--- src/rtl/axi_wr_arbiter.sv ---
// axi_wr_arbiter: round-robin write-channel arbiter for one crossbar slave port.
// An owner keeps the grant from AW through the last W beat until the B response
// completes, so the AW, W and B muxes always point at the same master.
module axi_wr_arbiter #(
   parameter int NUM_REQ   = 3,
   parameter int IDX_WIDTH = 2
) (
   input  logic                 ACLK,
   input  logic                 ARESET,
   input  logic [NUM_REQ-1:0]   REQ,
   input  logic                 AW_HS,
   input  logic                 W_LAST_HS,
   input  logic                 B_HS,
   output logic [NUM_REQ-1:0]   GRANT,
   output logic [IDX_WIDTH-1:0] GRANT_IDX,
   output logic                 GRANT_VALID,
   output logic                 AW_EN,
   output logic                 W_EN,
   output logic                 B_EN
);

   typedef enum logic [1:0] {
      IDLE = 2'd0,
      ADDR = 2'd1,
      DATA = 2'd2,
      RESP = 2'd3
   } state_t;

   state_t               state_q, state_d;
   logic [NUM_REQ-1:0]   grant_q, grant_d;
   logic [IDX_WIDTH-1:0] grant_idx_q, grant_idx_d;
   logic                 grant_valid_q, grant_valid_d;
   logic                 aw_en_q, aw_en_d;
   logic                 w_en_q, w_en_d;
   logic                 b_en_q, b_en_d;
   logic [IDX_WIDTH-1:0] ptr_q, ptr_d;
   logic                 w_done_q, w_done_d;
   logic [IDX_WIDTH-1:0] pick;

   // First requester at or after ptr, wrapping to the lowest requester below ptr.
   function automatic logic [IDX_WIDTH-1:0] rr_pick(input logic [NUM_REQ-1:0]   req,
                                                    input logic [IDX_WIDTH-1:0] ptr);
      logic [NUM_REQ-1:0]   sh;
      logic [IDX_WIDTH-1:0] sel;
      sel = '0;
      // Lowest set bit overall: the wrap-around candidate.
      for (int i = NUM_REQ - 1; i >= 0; i--) begin
         sh = req >> i;
         if (sh[0]) sel = IDX_WIDTH'(i);
      end
      // Lowest set bit at or above ptr overrides the wrap candidate.
      for (int i = NUM_REQ - 1; i >= 0; i--) begin
         sh = req >> i;
         if (sh[0] && (i >= int'(ptr))) sel = IDX_WIDTH'(i);
      end
      return sel;
   endfunction

   // Pointer advance past the finishing owner, wrapping at NUM_REQ-1.
   function automatic logic [IDX_WIDTH-1:0] next_ptr(input logic [IDX_WIDTH-1:0] idx);
      if (idx >= IDX_WIDTH'(NUM_REQ - 1)) return '0;
      return idx + IDX_WIDTH'(1);
   endfunction

   assign pick = rr_pick(REQ, ptr_q);

   // Next-state and next-output decode; every output is computed here and registered below.
   always_comb begin
      state_d       = state_q;
      grant_d       = grant_q;
      grant_idx_d   = grant_idx_q;
      grant_valid_d = grant_valid_q;
      aw_en_d       = aw_en_q;
      w_en_d        = w_en_q;
      b_en_d        = b_en_q;
      ptr_d         = ptr_q;
      w_done_d      = w_done_q;
      unique case (state_q)
         IDLE: begin
            // REQ is only looked at here; later changes cannot disturb an owner.
            if (|REQ) begin
               state_d       = ADDR;
               grant_d       = NUM_REQ'(1) << pick;
               grant_idx_d   = pick;
               grant_valid_d = 1'b1;
               aw_en_d       = 1'b1;
               w_en_d        = 1'b1;
               w_done_d      = 1'b0;
            end
         end
         ADDR: begin
            // W may finish before or together with AW; remember an early WLAST.
            if (AW_HS) begin
               aw_en_d = 1'b0;
               if (w_done_q || W_LAST_HS) begin
                  state_d = RESP;
                  w_en_d  = 1'b0;
                  b_en_d  = 1'b1;
               end else begin
                  state_d = DATA;
               end
            end else if (W_LAST_HS) begin
               w_done_d = 1'b1;
            end
         end
         DATA: begin
            if (W_LAST_HS) begin
               state_d = RESP;
               w_en_d  = 1'b0;
               b_en_d  = 1'b1;
            end
         end
         RESP: begin
            // Release; GRANT_IDX keeps the last owner so the pointer math stays valid.
            if (B_HS) begin
               state_d       = IDLE;
               grant_d       = '0;
               grant_valid_d = 1'b0;
               b_en_d        = 1'b0;
               w_done_d      = 1'b0;
               ptr_d         = next_ptr(grant_idx_q);
            end
         end
         default: begin
            state_d = IDLE;
         end
      endcase
   end

   // State and output registers with synchronous reset.
   always_ff @(posedge ACLK) begin
      if (ARESET) begin
         state_q       <= IDLE;
         grant_q       <= '0;
         grant_idx_q   <= '0;
         grant_valid_q <= 1'b0;
         aw_en_q       <= 1'b0;
         w_en_q        <= 1'b0;
         b_en_q        <= 1'b0;
         ptr_q         <= '0;
         w_done_q      <= 1'b0;
      end else begin
         state_q       <= state_d;
         grant_q       <= grant_d;
         grant_idx_q   <= grant_idx_d;
         grant_valid_q <= grant_valid_d;
         aw_en_q       <= aw_en_d;
         w_en_q        <= w_en_d;
         b_en_q        <= b_en_d;
         ptr_q         <= ptr_d;
         w_done_q      <= w_done_d;
      end
   end

   assign GRANT       = grant_q;
   assign GRANT_IDX   = grant_idx_q;
   assign GRANT_VALID = grant_valid_q;
   assign AW_EN       = aw_en_q;
   assign W_EN        = w_en_q;
   assign B_EN        = b_en_q;

endmodule

--- config.mk ---
export PLATFORM = sky130hd
export DESIGN_NAME = axi_wr_arbiter
export DESIGN_NICKNAME = d
export VERILOG_FILES = /design/src/rtl/axi_wr_arbiter.sv
export SDC_FILE = /design/constraint.sdc
export NUM_CORES = 1
export LEC_CHECK = 0
export ABC_CLOCK_PERIOD_IN_PS = 3510
export CORE_UTILIZATION = 41
export CTS_CLUSTER_DIAMETER = 40
export DETAILED_ROUTE_END_ITERATION = 10
export GPL_ROUTABILITY_DRIVEN = 0
export HOLD_SLACK_MARGIN = 0.05
export PLACE_DENSITY = 0.78
export SYNTH_ARGS = -nofsm -noshare
export SYNTH_HDL_FRONTEND = slang
export SYNTH_SLANG_ARGS = --single-unit
--- constraint.sdc ---
create_clock -name ACLK -period 3.51 [get_ports ACLK]
set_input_delay 0.351 -clock ACLK [delete_from_list [all_inputs] [get_ports ACLK]]
set_output_delay 0.351 -clock ACLK [all_outputs]
set_load 0.05 [all_outputs]
==> impl_metrics.ini <==
[clocking]
cts_buffers = 3
cts_sinks = 14
clock_latency_ps = 280
cts_setup_buffers = 0
clk_pin_slew_ps = 90
htreeDepth = 1
cts_resized = 0
cts_buffer_depth = 2
clockRootBuffer = clkbuf_4
postCtsHoldBufs = 0
cts_tree = done

[timing]
hold_viol = 0
finalSetupViolCount = 0
finalCritPeriodShare_pct = 53.7
timing.final.ws_setup_ps = 1620
grt_setup_unrepaired = no
setup_tns_ps = 0
period_needed_ps = 1890
finClkSkew_ps = 4.69
max_freq_mhz = 530
tightest_slew_ps = 570
finalMaxSlewViolations = 0
slew_headroom_pct = 61.9

[setup_path]
crit_path_end_kind = register
r2r_end = W_EN$_SDFFE_PP0P_
cp-startpoint = state_q[1]$_SDFFE_PP0P_
reg2reg_slack_ps = 1620
rr_worst_depth = 6
crit_fanout = 7
endpoint = W_EN$_SDFFE_PP0P_
worstSetupPathType = reg -> reg
slowest_delay_ps = 480
crit_slowest_cell = a2111oi_1
cp.required_ps = 3710
reg2reg_from = state_q[1]$_SDFFE_PP0P_
startpoint_type = register
crit_chain = inv_1 -> ha_1 -> nor4b_1 -> a2111oi_1 -> nor2_1 -> a211oi_1
arrival_ps = 2080

[pwr]
ir_drop_mv = 0.419
total_power_uw = 757
power.density_nw_per_um2 = 756
power.leakage_nw = 0.411

[cells_and_area]
fin_util_pct = 57.3
syn_to_final_growth_pct = 28.8
drive_above_1_share_pct = 7.55
n_antenna_cell = 0
layoutNonFillerInstCount = 131
layout.nets = 122

[floorplan]
ios = 17
num_rows = 15
die_area_um2 = 2070
die_x_um = 45.5
die_y_um = 45.5
core_um2 = 1750
start_util_pct = 44.5

[detailed_routing]
drt_iter0_markers = 16
remaining_drc_errors = 0
viasPerCell = 5.35
wire_per_inst_um = 12.7
num_vias = 701
wl_mm = 1.67
ant_nets = 0
drtPass1Iterations = 4

[global_route]
grt_pass1_vias = 633
grt_max_degree = 16
grt_overflow = 0
grt_pass1_wl_mm = 2.76
antenna_found_initial = 0
grt_usage_pct = 18.8

[placement]
port_buffers = 16
dp_hpwl_mm = 1.25
dp_slack_ps = 1480
place_inst = 127

[yosys]
yosysTopAreaCellShare_pct = 36.1
ys_top_cells_by_count = dfxtp_1, nor2_1, a21oi_1
postSynthCellCount = 87
async_reset_ff_share_pct = 0
synth_cell_types = 31
ys_ff_latch = 14
synth_nets = 102
yosys.area.top_type = dfxtp_1
synth.top_cells.by_area = dfxtp_1, ha_1, nor2_1
synth-edff-count = 0
yosysSeqAreaShare_pct = 36.1
yosysWarnings = 0
syn_area_per_cell_um2 = 8.93
synth.cell_area_um2 = 777
ys.flop_type = dfxtp_1

[status]
outcome = finished clean

[hold_path]
min-delay-path-class = reg -> reg

[flow_run]
cap_violations = 0
==> kinds of logic after synthesis <==
logic type / count (synthesis) / share of synthesized area, %
multiplexers: 3 / 3.86
AO/OA/AOI/OAI: 26 / 25.1
flip-flops: 14 / 36.1
AND/OR/NAND/NOR: 29 / 19.8
adder cells (fa/ha/maj): 7 / 11.3
buffers and inverters: 8 / 3.86
==> worst min path at each step <==
| stage | start | endpoint | slack (ps) | cells after the start |
|---|---|---|---|---|
| final | GRANT[1]$_SDFFE_PP0P_ | GRANT[1]$_SDFFE_PP0P_ | 460 | 2 |
| after detailed placement | GRANT[1]$_SDFFE_PP0P_ | GRANT[1]$_SDFFE_PP0P_ | 450 | 2 |
| after CTS | GRANT[1]$_SDFFE_PP0P_ | GRANT[1]$_SDFFE_PP0P_ | 470 | 2 |
| after floorplan | ARESET | w_done_q$_SDFFE_PP0P_ | 420 | 1 |
| after global routing | GRANT[1]$_SDFFE_PP0P_ | GRANT[1]$_SDFFE_PP0P_ | 500 | 2 |
| after global placement | GRANT[1]$_SDFFE_PP0P_ | GRANT[1]$_SDFFE_PP0P_ | 450 | 2 |
==> through the flow <==
step / hold slack (ps) / area, um^2
detailed placement: 451 / 965
global placement: 448 / 965
global route: 498 / 1000
finish: 464 / 1000
floorplan: 423 / 777
CTS: 468 / 1000
==> where the power goes <==
group	internal, mW	total, mW	switching [mW]
combinational	0.154	0.404	0.250
clock	0.0631	0.119	0.0555
sequential	0.202	0.234	0.0316
total	0.419	0.757	0.337
==> final cells by class <==
| type | instances | area (um^2) |
|---|---|---|
| Fill cell | 166 | 744 |
| Multi-Input combinational cell | 65 | 467 |
| Sequential cell | 14 | 280 |
| Timing Repair Buffer | 16 | 160 |
| Clock buffer | 4 | 36.3 |
| Tap cell | 25 | 31.3 |
| Inverter | 7 | 26.3 |
==> critical path: cells and delay by family, from the launching register on <==
kind,cells,cell delay (ps)
flops,1,460
buf+inv,1,130
fa+ha+maj,1,260
compound gates,2,700
simple gates,2,250
==> state kept, by name, summed over array words and instances (netlist names) <==
name / count
W_EN: 1
AW_EN: 1
GRANT_VALID: 1
B_EN: 1
state_q: 2
GRANT_IDX: 2
w_done_q: 1
ptr_q: 2
GRANT: 3
==> layout by cell type (no fill, tap or decap), drive strengths merged <==
master         synthesis  routed
a2111oi                1       1
a211oi                 1       1
a21o                   1       1
a21oi                 10      10
a22oi                  1       1
a311oi                 1       1
a31o                   1       1
a41oi                  1       1
clkbuf                 1       4
clkdlybuf4s50          0      16
dfxtp                 14      14
ha                     7       7
inv                    7       7
mux2i                  3       3
nand2                  3       3
nand2b                 2       2
nand3b                 1       1
nor2                  14      14
nor2b                  2       2
nor3                   1       1
nor3b                  2       2
nor4b                  2       2
o2111ai                1       1
o211a                  1       1
o211ai                 1       1
o21ai                  2       2
o311ai                 1       1
o31a                   1       1
o31ai                  1       1
o41ai                  1       1
or2                    1       1
or4b                   1       1
==> routing by layer <==
metal	routed length (um)	GRT usage [%]	vias to the layer above
met5	0	0	-
met4	23	7.27	0
met3	53	3.97	2
met2	790	30.9	14
met1	802	24.0	327
li1	-	-	358
Power figures use the tool's default switching activity.
